### config.mk
export PLATFORM = sky130hd
export DESIGN_NAME = clock_set_ctrl
export DESIGN_NICKNAME = d
export VERILOG_FILES = /design/src/rtl/clock_set_ctrl.sv
export SDC_FILE = /design/constraint.sdc
export NUM_CORES = 1
export LEC_CHECK = 0
export CAP_MARGIN = 20
export CORE_MARGIN = 1.5
export CORE_UTILIZATION = 45
export CTS_CLUSTER_SIZE = 20
export DETAILED_ROUTE_END_ITERATION = 16
export PLACE_DENSITY = 0.69
export SETUP_SLACK_MARGIN = 0.4
export SYNTH_ARGS = -nofsm -noshare
export SYNTH_HDL_FRONTEND = slang
export SYNTH_SLANG_ARGS = --single-unit
export TNS_END_PERCENT = 10
### constraint.sdc
create_clock -name clk -period 2.4 [get_ports clk]
set_clock_uncertainty 0.1 [all_clocks]
set_input_delay 0.72 -clock clk [delete_from_list [all_inputs] [get_ports clk]]
set_output_delay 0.72 -clock clk [all_outputs]
set_load 0.01 [all_outputs]
### src/rtl/clock_set_ctrl.sv
// Time/alarm setting controller for a BCD wall clock.
// Sequences the time-set and alarm-set menus, edits the selected BCD field,
// loads the edited time into the clock counter, and detects the alarm time.
module clock_set_ctrl #(
    parameter logic [7:0] ALARM_HH_INIT = 8'h06,
    parameter logic [7:0] ALARM_MM_INIT = 8'h00
) (
    input  logic       clk,
    input  logic       reset,
    input  logic       tick,
    input  logic       btn_mode,
    input  logic       btn_alarm,
    input  logic       btn_inc,
    input  logic [7:0] cur_hh,
    input  logic [7:0] cur_mm,
    input  logic [7:0] cur_ss,
    output logic       run_en,
    output logic       load,
    output logic [7:0] ld_hh,
    output logic [7:0] ld_mm,
    output logic [7:0] ld_ss,
    output logic [2:0] state,
    output logic       blink,
    output logic       alarm_hit
);

    typedef enum logic [2:0] {
        RUN    = 3'd0,
        SET_HH = 3'd1,
        SET_MM = 3'd2,
        SET_SS = 3'd3,
        COMMIT = 3'd4,
        AL_HH  = 3'd5,
        AL_MM  = 3'd6
    } state_t;

    state_t     cur_state;
    state_t     next_state;
    logic [7:0] edit_hh, edit_mm, edit_ss;
    logic [7:0] edit_hh_n, edit_mm_n, edit_ss_n;
    logic [7:0] al_hh, al_mm;
    logic [7:0] al_hh_n, al_mm_n;
    logic       in_set;
    logic       match_now;
    logic       match_prev;

    // BCD increment with wrap at 'limit'. Anything at or beyond the limit
    // (including garbage captured from the counter) wraps to zero, and a low
    // digit of 9 or more carries, so the result is always valid BCD.
    function automatic logic [7:0] bcd_inc(input logic [7:0] v, input logic [7:0] limit);
        logic [7:0] r;
        if (v >= limit) begin
            r = 8'h00;
        end else if (v[3:0] >= 4'd9) begin
            r = {v[7:4] + 4'd1, 4'h0};
        end else begin
            r = {v[7:4], v[3:0] + 4'd1};
        end
        return r;
    endfunction

    assign state  = cur_state;
    assign in_set = (cur_state == SET_HH) || (cur_state == SET_MM) || (cur_state == SET_SS) ||
                    (cur_state == AL_HH)  || (cur_state == AL_MM);

    // Alarm condition; forced false outside RUN so the edge detector also sees 0 there.
    assign match_now = (cur_state == RUN) && (cur_hh == al_hh) && (cur_mm == al_mm) &&
                       (cur_ss == 8'h00);

    // Next-state and field-edit logic; an advance button always beats btn_inc.
    always_comb begin
        next_state = cur_state;
        edit_hh_n  = edit_hh;
        edit_mm_n  = edit_mm;
        edit_ss_n  = edit_ss;
        al_hh_n    = al_hh;
        al_mm_n    = al_mm;
        case (cur_state)
            RUN: begin
                if (btn_mode) begin
                    next_state = SET_HH;
                    edit_hh_n  = cur_hh;
                    edit_mm_n  = cur_mm;
                    edit_ss_n  = cur_ss;
                end else if (btn_alarm) begin
                    next_state = AL_HH;
                end
            end
            SET_HH: begin
                if (btn_mode)     next_state = SET_MM;
                else if (btn_inc) edit_hh_n  = bcd_inc(edit_hh, 8'h23);
            end
            SET_MM: begin
                if (btn_mode)     next_state = SET_SS;
                else if (btn_inc) edit_mm_n  = bcd_inc(edit_mm, 8'h59);
            end
            SET_SS: begin
                if (btn_mode)     next_state = COMMIT;
                else if (btn_inc) edit_ss_n  = bcd_inc(edit_ss, 8'h59);
            end
            COMMIT: begin
                next_state = RUN;
            end
            AL_HH: begin
                if (btn_alarm)    next_state = AL_MM;
                else if (btn_inc) al_hh_n    = bcd_inc(al_hh, 8'h23);
            end
            AL_MM: begin
                if (btn_alarm)    next_state = RUN;
                else if (btn_inc) al_mm_n    = bcd_inc(al_mm, 8'h59);
            end
            default: begin
                next_state = RUN;
            end
        endcase
    end

    // State, edit/alarm registers and all registered outputs.
    always_ff @(posedge clk) begin
        if (reset) begin
            cur_state  <= RUN;
            edit_hh    <= 8'h00;
            edit_mm    <= 8'h00;
            edit_ss    <= 8'h00;
            al_hh      <= ALARM_HH_INIT;
            al_mm      <= ALARM_MM_INIT;
            run_en     <= 1'b1;
            load       <= 1'b0;
            ld_hh      <= 8'h00;
            ld_mm      <= 8'h00;
            ld_ss      <= 8'h00;
            blink      <= 1'b0;
            match_prev <= 1'b0;
            alarm_hit  <= 1'b0;
        end else begin
            cur_state  <= next_state;
            edit_hh    <= edit_hh_n;
            edit_mm    <= edit_mm_n;
            edit_ss    <= edit_ss_n;
            al_hh      <= al_hh_n;
            al_mm      <= al_mm_n;
            run_en     <= (next_state == RUN);
            load       <= (next_state == COMMIT);
            if (next_state == COMMIT) begin
                ld_hh <= edit_hh;
                ld_mm <= edit_mm;
                ld_ss <= edit_ss;
            end
            if (next_state != cur_state) begin
                blink <= 1'b0;
            end else if (in_set) begin
                if (tick) blink <= ~blink;
            end else begin
                blink <= 1'b0;
            end
            match_prev <= match_now;
            alarm_hit  <= match_now && !match_prev;
        end
    end

endmodule
==> impl_metrics.tcl, run 1 <==
set metrics [dict create \
    final_cells 651 \
    synth_cell_types 64 \
    cp_data_arrival_time_ns 1.25 \
    cts_buffers 9 \
    final_nets 596 \
    synth-seq-cells 72 \
    slew_viol_final 0 \
    yosys_warnings 0 \
    io_pins 61 \
    crit_fanout 2 \
    synth-seq-area-share_pct 36.62 \
    drc_errors 0 \
    synth_top_area_cell "dfxtp_1" \
    ir_drop_mv 0.3438 \
    rows 33 \
    r2r_slack_ns 0.35 \
    syn-num-nets 515 \
    die_h_um 96.53 \
    clk_pin_slew_ns 0.08 \
    p_int_uw 2219 \
    rsz0062_at_grt "true" \
    cp-start-kind "flip-flop" \
    p_seq_share_pct 43.1 \
    synth_edf_count 0 \
    ys_async_sr_fraction_pct 0 \
    stdcell_area_um2 5150 \
    slowest_delay_ns 0.54 \
    io_buffer_count 60 \
    via_per_inst 5.631 \
    core_um2 8341 \
    p_sw_uw 947.5 \
    htreeDepth 3 \
    drt_iter0_markers 137 \
    critical-path-top-delay-family "buffers and inverters" \
    root_buffer "clkbuf_8" \
    crit_buf_inv 1 \
    synthesis.area_um2 3936 \
    hold_viol 0 \
    die_x_um 96.53 \
    critical_path_class "flip-flop to output pin" \
    crit_slowest_cell "clkdlybuf4s50_1" \
    p_sw_share_pct 29.92 \
    layout-drive-gt1-share_pct 15.02 \
    status "finished, final reports clean" \
    worstPathCellList "clkdlybuf4s50_1" \
    pwr-share-comb_pct 22.9 \
    powerDensity_nw_per_um2 614.9 \
    dieArea_um2 9317 \
    grt_max_degree 26 \
    worstMarginPinSlew_ns 0.4876 \
    ys.flop_type "dfxtp_1" \
    wire_per_inst_um 15.53 \
    leakage_uw 0.001929 \
    n_fill_cell 738 \
    clock.fmax_ghz 0.4834 \
    clk_latency_ns 0.35 \
    dpl_cell_area_um2 4802 \
    final_common_cell "nand2_1" \
    p_clk_share_pct 34.0 \
    ant_nets 0 \
    wl_mm 10.11 \
    netlist_top_cells_area "dfxtp_1 37%, ha_1 7.9%, nand2_1 6.5%, a21oi_1 5.7%, a211oi_1 3.1%" \
    synth_area_per_cell_um2 8.557 \
    min_period_over_period_pct 86.19 \
    detailroute.via_count 3666 \
    dp_hpwl_mm 7.394 \
    grt_usage_pct 23.34 \
    grt_pass1_wl_mm 16.59 \
    timing.setup.tns_ns 0 \
    hp-class "flip-flop to flip-flop" \
    placed_cells 629 \
    grt_pass1_vias 3547 \
    syn_to_final_growth_pct 30.83 \
    grt_antenna_before_repair 0 \
    clock-sinks 72 \
    cap_violations 0 \
    start_util_pct 47.19 \
    final_cell_mix "68 x nand2_1, 65 x dfxtp_1, 54 x clkdlybuf4s50_1" \
    yosysTopAreaCellShare_pct 36.62 \
    required_ns 1.58 \
    fin_crit_ns 2.069 \
    dr.pass1.iters 4 \
    cts_tree "yes" \
    grt_overflow 0 \
    cts_max_path_buffers 2 \
    diodes 0 \
    gp_congestion 0.8421 \
    synth_cells 460 \
    cts_hold_buf 0 \
    end_kind "output pin" \
    slew_headroom_pct 67.45 \
    setup-violations-final 0 \
]
==> power groups by stage <==
stage	sequential [µW]	clock, µW	combinational, µW
2_1_floorplan	1370	0	439
3_3_place_gp	1390	0	648
3_5_place_dp	1390	0	666
4_1_cts	1360	1090	708
5_1_grt	1380	1140	802
6_report	1360	1080	725
==> what timing repair did <==
item	4_1_cts	5_1_grt
pin swaps	3	7
setup buffers	3	3
resized for setup	17	14
setup endpoints to repair	69	58
hold endpoints to repair	0	0
==> Yosys cell counts, drive strengths merged, types with 8 or more instances <==
| library cell | number |
|---|---|
| inv | 30 |
| nand2 | 68 |
| a211oi | 18 |
| a21oi | 46 |
| o21ai | 16 |
| dfxtp | 72 |
| buf | 8 |
| ha | 25 |
| xor2 | 12 |
| xnor2 | 11 |
| nor2 | 18 |
| clkbuf | 17 |
| nand3 | 11 |
| nor4 | 11 |
==> worst paths after layout <==
check             startpoint          to  depth (start not counted)
hold / removal    match_prev   alarm_hit                          1
hold reg to reg   match_prev   alarm_hit                          1
setup reg to reg  edit_ss[1]  edit_ss[2]                          6
setup / recovery       blink       blink                          1
==> through the flow <==
stage | setup WS (ns) | hold slack [ns] | total power [µW] | util (%)
after floorplan | 0.3981 | 0.2742 | 1804 | -
after global placement | -0.1340 | 0.3061 | 2039 | 57.58
after detailed placement | -0.1895 | 0.3053 | 2058 | 57.58
after CTS | 0.2707 | 0.3155 | 3157 | 61.06
after global routing | 0.2737 | 0.3263 | 3314 | 61.75
final | 0.3314 | 0.3071 | 3167 | 61.75
==> metal layers <==
layer  routed length, µm  vias to the layer above  global-route usage (%)
li1                    -                     1816                       -
met1                4471                     1745                   29.26
met2                5048                       90                   39.92
met3                 406                       15                   3.286
met4                 181                        0                   9.783
met5                   0                        -                       0
==> layout make-up <==
| cell class | count | area [µm²] | area share [%] |
|---|---|---|---|
| sequential | 72 | 1460 | 28.35 |
| clock buffer | 10 | 137.6 | 2.672 |
| tap | 105 | 131.4 | 2.551 |
| timing repair buffer | 95 | 888.4 | 17.25 |
| inverter | 30 | 112.6 | 2.187 |
| clock inverter | 6 | 82.58 | 1.603 |
| multi-input combinational | 333 | 2337 | 45.38 |
==> registers in the layout, summed over array words and instances (netlist names), 3 cells and up <==
signal / count
al_mm: 8
ld_hh: 8
edit_ss: 8
edit_mm: 8
al_hh: 8
ld_ss: 8
edit_hh: 8
state: 3
ld_mm: 8
==> cells by family after synthesis <==
group,share of synthesized area (%)
DFF,36.62
and+or+nand+nor,21.04
buffers and inverters,5.499
adders and majority gates,7.947
xor gates and xnor gates,5.118
muxes,0.5086
AOI/OAI and AO/OA,23.27
(Power assumes the default switching activity.)
==> inputs of run 2 (changes only) <==
--- a/config.mk
+++ b/config.mk
@@ -12,6 +12,7 @@
 export DETAILED_ROUTE_END_ITERATION = 16
 export PLACE_DENSITY = 0.69
 export SETUP_SLACK_MARGIN = 0.4
+export SLEW_MARGIN = 20
 export SYNTH_ARGS = -nofsm -noshare
 export SYNTH_HDL_FRONTEND = slang
 export SYNTH_SLANG_ARGS = --single-unit
==> results of run 2 <==
Same layout as run 1: the final DEF is identical, and so are final timing and power.
